--- config.mk ---
export PLATFORM = sky130hd
export DESIGN_NAME = emaxi_lite
export DESIGN_NICKNAME = d
export VERILOG_FILES = /design/src/rtl/emaxi_lite.sv
export SDC_FILE = /design/constraint.sdc
export NUM_CORES = 1
export LEC_CHECK = 0
export CORE_AREA = 2 2 144 146
export DETAILED_ROUTE_END_ITERATION = 10
export DIE_AREA = 0 0 146 148
export PLACE_DENSITY = 0.92
export SETUP_SLACK_MARGIN = 0.02
export SLEW_MARGIN = 20
export SYNTH_ARGS = -nofsm -noshare
export SYNTH_HDL_FRONTEND = slang
export SYNTH_SLANG_ARGS = --single-unit
--- constraint.sdc ---
create_clock -name sys_clk -period 4.59 [get_ports sys_clk]
set_clock_uncertainty 0.2 [all_clocks]
set_input_delay 0.6885 -clock sys_clk [delete_from_list [all_inputs] [get_ports sys_clk]]
set_output_delay 0.6885 -clock sys_clk [all_outputs]
set_load 0.01 [all_outputs]
--- src/rtl/emaxi_lite.sv ---
// emaxi_lite: AXI4-Lite master turning emesh requests into single-beat AXI reads/writes
// Ports:
//   sys_clk, sys_nreset            clock, async active-low reset
//   access_in/packet_in/wait_out   emesh request side (wait_out high while busy)
//   access_out/packet_out/wait_in  emesh read-response side
//   err_irq                        sticky AXI error flag (only with EMAXI_ERR_EN)
//   m_axi_*                        AXI4-Lite master channels AW/W/B/AR/R
// Build option: define EMAXI_ERR_EN to flag bresp/rresp errors and poison read data.
module emaxi_lite #(
    parameter int AW = 32,
    parameter int PW = 2*AW+40
) (
    input  logic          sys_clk,
    input  logic          sys_nreset,
    input  logic          access_in,
    input  logic [PW-1:0] packet_in,
    output logic          wait_out,
    output logic          access_out,
    output logic [PW-1:0] packet_out,
    input  logic          wait_in,
    output logic          err_irq,
    output logic [31:0]   m_axi_awaddr,
    output logic [2:0]    m_axi_awprot,
    output logic          m_axi_awvalid,
    input  logic          m_axi_awready,
    output logic [31:0]   m_axi_wdata,
    output logic [3:0]    m_axi_wstrb,
    output logic          m_axi_wvalid,
    input  logic          m_axi_wready,
    input  logic [1:0]    m_axi_bresp,
    input  logic          m_axi_bvalid,
    output logic          m_axi_bready,
    output logic [31:0]   m_axi_araddr,
    output logic [2:0]    m_axi_arprot,
    output logic          m_axi_arvalid,
    input  logic          m_axi_arready,
    input  logic [31:0]   m_axi_rdata,
    input  logic [1:0]    m_axi_rresp,
    input  logic          m_axi_rvalid,
    output logic          m_axi_rready
);
    typedef enum logic [2:0] {IDLE, WR_ADDR, WR_RESP, RD_ADDR, RD_DATA, RR_OUT} state_t;
    state_t        state_q, state_d;
    logic [PW-1:0] req_q, req_d, pkt_q, pkt_d;
    logic          awvalid_q, awvalid_d, wvalid_q, wvalid_d;
    logic [1:0]    mode, lane;
    logic [4:0]    ctrl, rsp_ctrl;
    logic [AW-1:0] dst, data, src;
    logic [3:0]    strb;
    logic [31:0]   dmask, rd_data, rsp_data;

    assign mode = req_q[2:1];
    assign ctrl = req_q[7:3];
    assign dst  = req_q[AW+7:8];
    assign data = req_q[2*AW+7:AW+8];
    assign src  = req_q[3*AW+7:2*AW+8];

    // Byte lane of the access; halves snap to an even lane, words (and mode 3) to lane 0
    assign lane  = mode == 2'd0 ? dst[1:0] : mode == 2'd1 ? {dst[1], 1'b0} : 2'd0;
    assign strb  = mode == 2'd0 ? 4'h1 : mode == 2'd1 ? 4'h3 : 4'hF;
    assign dmask = mode == 2'd0 ? 32'h0000_00FF : mode == 2'd1 ? 32'h0000_FFFF : 32'hFFFF_FFFF;
    assign rd_data = (m_axi_rdata >> {lane, 3'b000}) & dmask;

    assign m_axi_awaddr  = {dst[31:2], 2'b00};
    assign m_axi_araddr  = {dst[31:2], 2'b00};
    assign m_axi_awprot  = 3'b000;
    assign m_axi_arprot  = 3'b000;
    assign m_axi_wstrb   = strb << lane;
    assign m_axi_wdata   = data << {lane, 3'b000};
    assign m_axi_awvalid = awvalid_q;
    assign m_axi_wvalid  = wvalid_q;
    assign m_axi_bready  = state_q == WR_RESP;
    assign m_axi_arvalid = state_q == RD_ADDR;
    assign m_axi_rready  = state_q == RD_DATA;
    assign wait_out      = state_q != IDLE;
    assign access_out    = state_q == RR_OUT;
    assign packet_out    = pkt_q;

`ifdef EMAXI_ERR_EN
    logic err_q;
    logic rd_err;
    assign rd_err   = m_axi_rresp != 2'b00;
    assign rsp_data = rd_err ? 32'hDEAD_BEEF : rd_data;
    assign rsp_ctrl = ctrl | {rd_err, 4'b0000};
    assign err_irq  = err_q;
    always_ff @(posedge sys_clk or negedge sys_nreset) begin
        if (!sys_nreset)
            err_q <= 1'b0;
        else if ((m_axi_bvalid && state_q == WR_RESP && m_axi_bresp != 2'b00) ||
                 (m_axi_rvalid && state_q == RD_DATA && rd_err))
            err_q <= 1'b1;
    end
`else
    logic unused_resp;
    assign unused_resp = ^{m_axi_bresp, m_axi_rresp};
    assign rsp_data    = rd_data;
    assign rsp_ctrl    = ctrl;
    assign err_irq     = 1'b0;
`endif

    always_comb begin
        state_d   = state_q;
        req_d     = req_q;
        pkt_d     = pkt_q;
        // AW and W retire independently, each on its own ready
        awvalid_d = awvalid_q & ~m_axi_awready;
        wvalid_d  = wvalid_q & ~m_axi_wready;
        case (state_q)
            IDLE: if (access_in) begin
                req_d     = packet_in;
                state_d   = packet_in[0] ? WR_ADDR : RD_ADDR;
                awvalid_d = packet_in[0];
                wvalid_d  = packet_in[0];
            end
            WR_ADDR: if (!awvalid_d && !wvalid_d) state_d = WR_RESP;
            WR_RESP: if (m_axi_bvalid) state_d = IDLE;
            RD_ADDR: if (m_axi_arready) state_d = RD_DATA;
            RD_DATA: if (m_axi_rvalid) begin
                pkt_d   = {{AW{1'b0}}, rsp_data, src, rsp_ctrl, mode, 1'b1};
                state_d = RR_OUT;
            end
            RR_OUT: if (!wait_in) state_d = IDLE;
            default: state_d = IDLE;
        endcase
    end

    always_ff @(posedge sys_clk or negedge sys_nreset) begin
        if (!sys_nreset) begin
            state_q   <= IDLE;
            req_q     <= '0;
            pkt_q     <= '0;
            awvalid_q <= 1'b0;
            wvalid_q  <= 1'b0;
        end else begin
            state_q   <= state_d;
            req_q     <= req_d;
            pkt_q     <= pkt_d;
            awvalid_q <= awvalid_d;
            wvalid_q  <= wvalid_d;
        end
    end
endmodule

# Yosys cells after proc, flatten, opt, wreduce, memory -nomap -nowiden
# Index checks and enable logic that the tools add are counted.
[classes]
n_reduce_logical = 9
bitwise = 5
mul = 0
magnitude_cmp = 0
div_mod_pow = 0
eq_ne = 12
shifts = 3
n_addsub = 0
muxes = 18
[ops]
columns = ["operator", "n"]
rows = [
  ["32-bit 2-to-1 mux", 2],
  ["32-bit AND", 1],
  ["32-bit by 5-bit << shifter with 32-bit output", 1],
  ["32-bit by 5-bit >> shifter with 32-bit output", 1],
  ["3-bit 2-to-1 mux", 6],
  ["3-bit one-hot mux with 6 select lines", 1],
  ["2-bit != test, second input constant", 5],
  ["4-bit 2-to-1 mux", 2],
  ["3-bit by 2-bit == test with 1-bit output, second input constant", 2],
  ["3-bit == test, second input constant", 2],
  ["2-bit 2-to-1 mux", 3],
  ["6-bit AND reduction", 1],
  ["1-bit 2-to-1 mux", 4],
  ["2-bit AND reduction", 2],
  ["4-bit by 2-bit << shifter with 4-bit output", 1],
  ["3-bit by 1-bit == test with 1-bit output, second input constant", 1],
  ["3-bit zero test", 1],
  ["3-bit nonzero test", 1],
  ["1-bit AND", 2],
  ["2-bit by 1-bit == test with 1-bit output, second input constant", 1],
  ["1-bit zero test", 2],
  ["2-bit zero test", 1],
  ["2-bit by 1-bit != test with 1-bit output, second input constant", 1],
  ["1-bit NOT", 2],
  ["1-bit logical AND", 1],
]
[totals]
latch_bits = 0
output_inout_bits = 218
ff_bits = 181
n_memories = 0
ramBits = 0
wordCells = 52
inputBits = 149
rom_bits = 0

# Longest topological paths before layout
[logic_depth]
ltp_word = 6
ltp_mapped = 7
mapped_depth_nobuf = 4

# Least setup slack after synthesis
# Ideal clock, no wire load.
[synth_timing]
kind = "reg-to-output"
startpoint = "register req_q[1]"
endpoint = "output port m_axi_wdata[25]"
setup_slack_ns = 2.214
t_arrival_ns = 1.488
required_time_ns = 3.702
stages_incl_launch_ff = 6
n_path_buf = 2
path_cell_list = "dfrtp_1 -> clkbuf_1 -> nor3b_2 -> clkbuf_1 -> a211oi_1 -> a21oi_1"
[synth_between]
elab_chain_len = 4
word_cells_on_any_way = 5
classes_between = "eq/ne: 1; shift: 1; mux: 2; reduce/logical: 1"
[synth_lines]
columns = ["element", "line_no", "rtl"]
rows = [
  ["start: declaration", "44", "logic [PW-1:0] req_q, req_d, pkt_q, pkt_d;"],
  ["start signal: assignment", "136", "req_q <= req_d;"],
  ["2-bit by 1-bit == test with 1-bit output", "59", "assign lane = mode == 2'd0 ? dst[1:0] : mode == 2'd1 ? {dst[1], 1'b0} : 2'd0;"],
  ["2-bit 2-to-1 mux", "59", ""],
  ["2-bit 2-to-1 mux (*)", "59", ""],
  ["32-bit by 5-bit << shifter with 32-bit output (*)", "69", "assign m_axi_wdata = data << {lane, 3'b000};"],
  ["end: declaration", "26", "output logic [31:0] m_axi_wdata,"],
]
# Mark *: on every way between the ends. The rest lies on a longest branch, timed or not.

# Worst setup path after layout
[layout_timing]
startpoint = "register req_q[1]"
endpoint = "output port m_axi_wdata[16]"
# Same word-level chain as after synthesis.

==> results.cfg <==
[placed_design]
hpwlAfterDp_um = 17000
gp_congestion = 0.816
port_buffers = 319
dp_cells = 1212

[cts]
clkTransAtPathRegs_ns = 0.08
cts_resized = 0
cts_tree = built
clk_path_buf_depth = 2
clock_sinks = 180
cts_hold_buffers = 0
clk_latency_ns = 0.42
post_cts_buffers = 0
htreeDepth = 4
numCtsBuffers = 17
cts-root-buf = clkbuf_16

[floorplanning]
die-area_sq_mm = 0.0216
core_sq_mm = 0.0200
rows = 52
die_h_um = 148
start_util = 0.427
pin_count = 367
dieWidth_um = 146

[routing]
drt_pass1_iterations = 4
drcViolationCount = 0
wl_um = 22700
dr_total_vias = 6178
drt_iter0_markers = 197
routedWlPerCell_um = 18.2
antenna_left = 0
avgViaCountPerCell = 4.96

[cells_and_area]
final_cells = 1245
fin_util = 0.598
drive_above_1_share = 0.179
finalNetCount = 1110
num-fill-cells = 1594
area_delta_synth_final_pct = 40.0

[sta]
rsz0062_at_grt = false
finalMaxSlewViolations = 0
period_minus_slack_ns = 3.74
worst_pin_slew_ns = 0.961
setup_viol = 0
tns_ns = 0
max_slew_margin = 0.359
fmax_mhz = 267
finalCritPeriodShare = 0.815
hold_viol_final = 0

[global_routing]
antenna_found_initial = 0
grt_pass1_vias = 6464
grt-busiest-layer = met2
grt_use_met1 = 0.238
grt_max_degree = 100
grt_pass1_wl_um = 35500
use_met2 = 0.369
grtUsageTotal = 0.208
use_met3 = 0.0691
grt-ovfl-total = 0

[power_and_ir_drop]
leakagePower_nw = 5.05
power_density_mw_per_mm2 = 730
p_comb_frac = 0.502
internal-power_w = 0.00563
finalPower_w = 0.00875
vdd_drop_max_v = 0.000409
switchingPower_w = 0.00312
clockPowerShare = 0.167
sw_frac_of_total = 0.356
seqPwrFrac = 0.330

[critical_path]
cp-start-kind = register
required_ns = 3.70
startpoint = req_q[1]
r2r_start = state_q[2]
crit_type = reg -> out
worstSetupEndpointType = output pin
worstPathArrival_ns = 2.85
path_max_fanout = 35

[yosys]
synth-compound-area-share = 0.0576
syn_area_sq_mm = 0.00856
ys_top_cells_by_area = dfrtp_1, mux2_2, buf_4, mux2_1, mux2i_1
async_flop_share = 1.00
synth_top_cell_area_share = 0.526
yosys_warnings = 0
synth.most_common_cell = dfrtp_1
synthTopCellsByCount = dfrtp_1, mux2_2, buf_4, nand2_1, o21ai_0
synth-xor-area-share = 0
synthSimpleGateAreaFrac = 0.0739
synth_edf_count = 0
synthCells = 712
synth_seq_area_share = 0.526
synth_area_leader_cell = dfrtp_1
avgSynthCellArea_sq_um = 12.0
ys_seq_elements = 180
synthMuxAreaShare = 0.224
yosys.area_share.adder = 0
synth_ff_type = dfrtp_1
synth_top_family_by_area = multiplexers
ys_types = 35

[job]
cap_viol_max_count = 0

[hold_path]
hp-class = in -> async

[outcome]
status = finished, final reports clean
[placed cells by master (no fill, tap or decap), types with 16 or more instances in the layout]
| master | instances |
|---|---|
| mux2_2 | 124 |
| conb_1 | 43 |
| mux2_1 | 25 |
| mux2i_1 | 24 |
| o21ai_0 | 38 |
| a21oi_1 | 16 |
| nand2_1 | 62 |
| clkbuf_16 | 17 |
| clkdlybuf4s50_1 | 318 |
| dfrtp_1 | 180 |
| and2_1 | 20 |
[path summary, 6_finish.rpt]
path	end	slack, ns	cells after the start
hold reg to reg	packet_out[0]	0.27	1
setup reg to reg	req_q[20]	1.96	4
min in group sys_clk	packet_out[0]	0.27	1
max in group asynchronous	req_q[103]	2.98	2
setup / recovery	m_axi_wdata[16]	0.85	6
hold / removal	req_q[77]	0.16	1
[metrics by stage]
step | instance area, sq um | hold WS [ns] | setup slack (ns)
floorplan | 8720 | 0.193 | 2.21
CTS | 12000 | 0.213 | 0.824
global route | 12000 | 0.219 | 0.644
finish | 12000 | 0.157 | 0.847
detailed placement | 11400 | 0.251 | 1.30
global placement | 11400 | 0.250 | 1.31
[power groups by stage]
stage                     Combinational [W]  Sequential, W  Clock, W
after floorplan                     0.00247        0.00288         0
after global placement              0.00431        0.00285         0
after detailed placement            0.00442        0.00292         0
after CTS                           0.00444        0.00290   0.00149
after global routing                0.00470        0.00299   0.00156
final                               0.00439        0.00289   0.00146
[worst max-delay path: stages (launching register included)]
cell	delay (ns)
dfrtp_1	0.49
nor3b_4	0.22
buf_4	0.38
and2_0	0.54
nand2_1	0.10
o21ai_0	0.11
clkdlybuf4s50_1	0.60
[state kept, by name (all words and copies together), names as in the netlist]
name and count:
req_q 103, m_axi_awvalid 1, packet_out 72, state_q 3, m_axi_wvalid 1
[metal layers]
layer,share of wire,vias up,wire (um)
li1,-,2789,-
met1,0.38,3092,8610
met2,0.52,265,11800
met3,0.082,32,1860
met4,0.019,0,435
met5,0,-,0
[cell type report]
cell class | count | area (sq um) | area share
Sequential cell | 180 | 4500 | 0.376
Timing Repair Buffer | 330 | 3290 | 0.274
Multi-Input combinational cell | 428 | 3240 | 0.270
Clock buffer | 17 | 425 | 0.0355
Tap cell | 270 | 338 | 0.0282
Clock inverter | 15 | 179 | 0.0149
Inverter | 4 | 15.0 | 0.00125
Antenna cell | 1 | 2.50 | 0.000209
[cell families (layout without fill, tap and decap cells)]
kind of cell           after synthesis  count (layout)
AO/OA/AOI/OAI                       84              84
buffers and inverters              146             366
flip-flops                         180             180
multiplexers                       173             173
other                                1              44
AND/OR/NAND/NOR                    128             128
No activity file was read; power rests on OpenSTA's default activity.
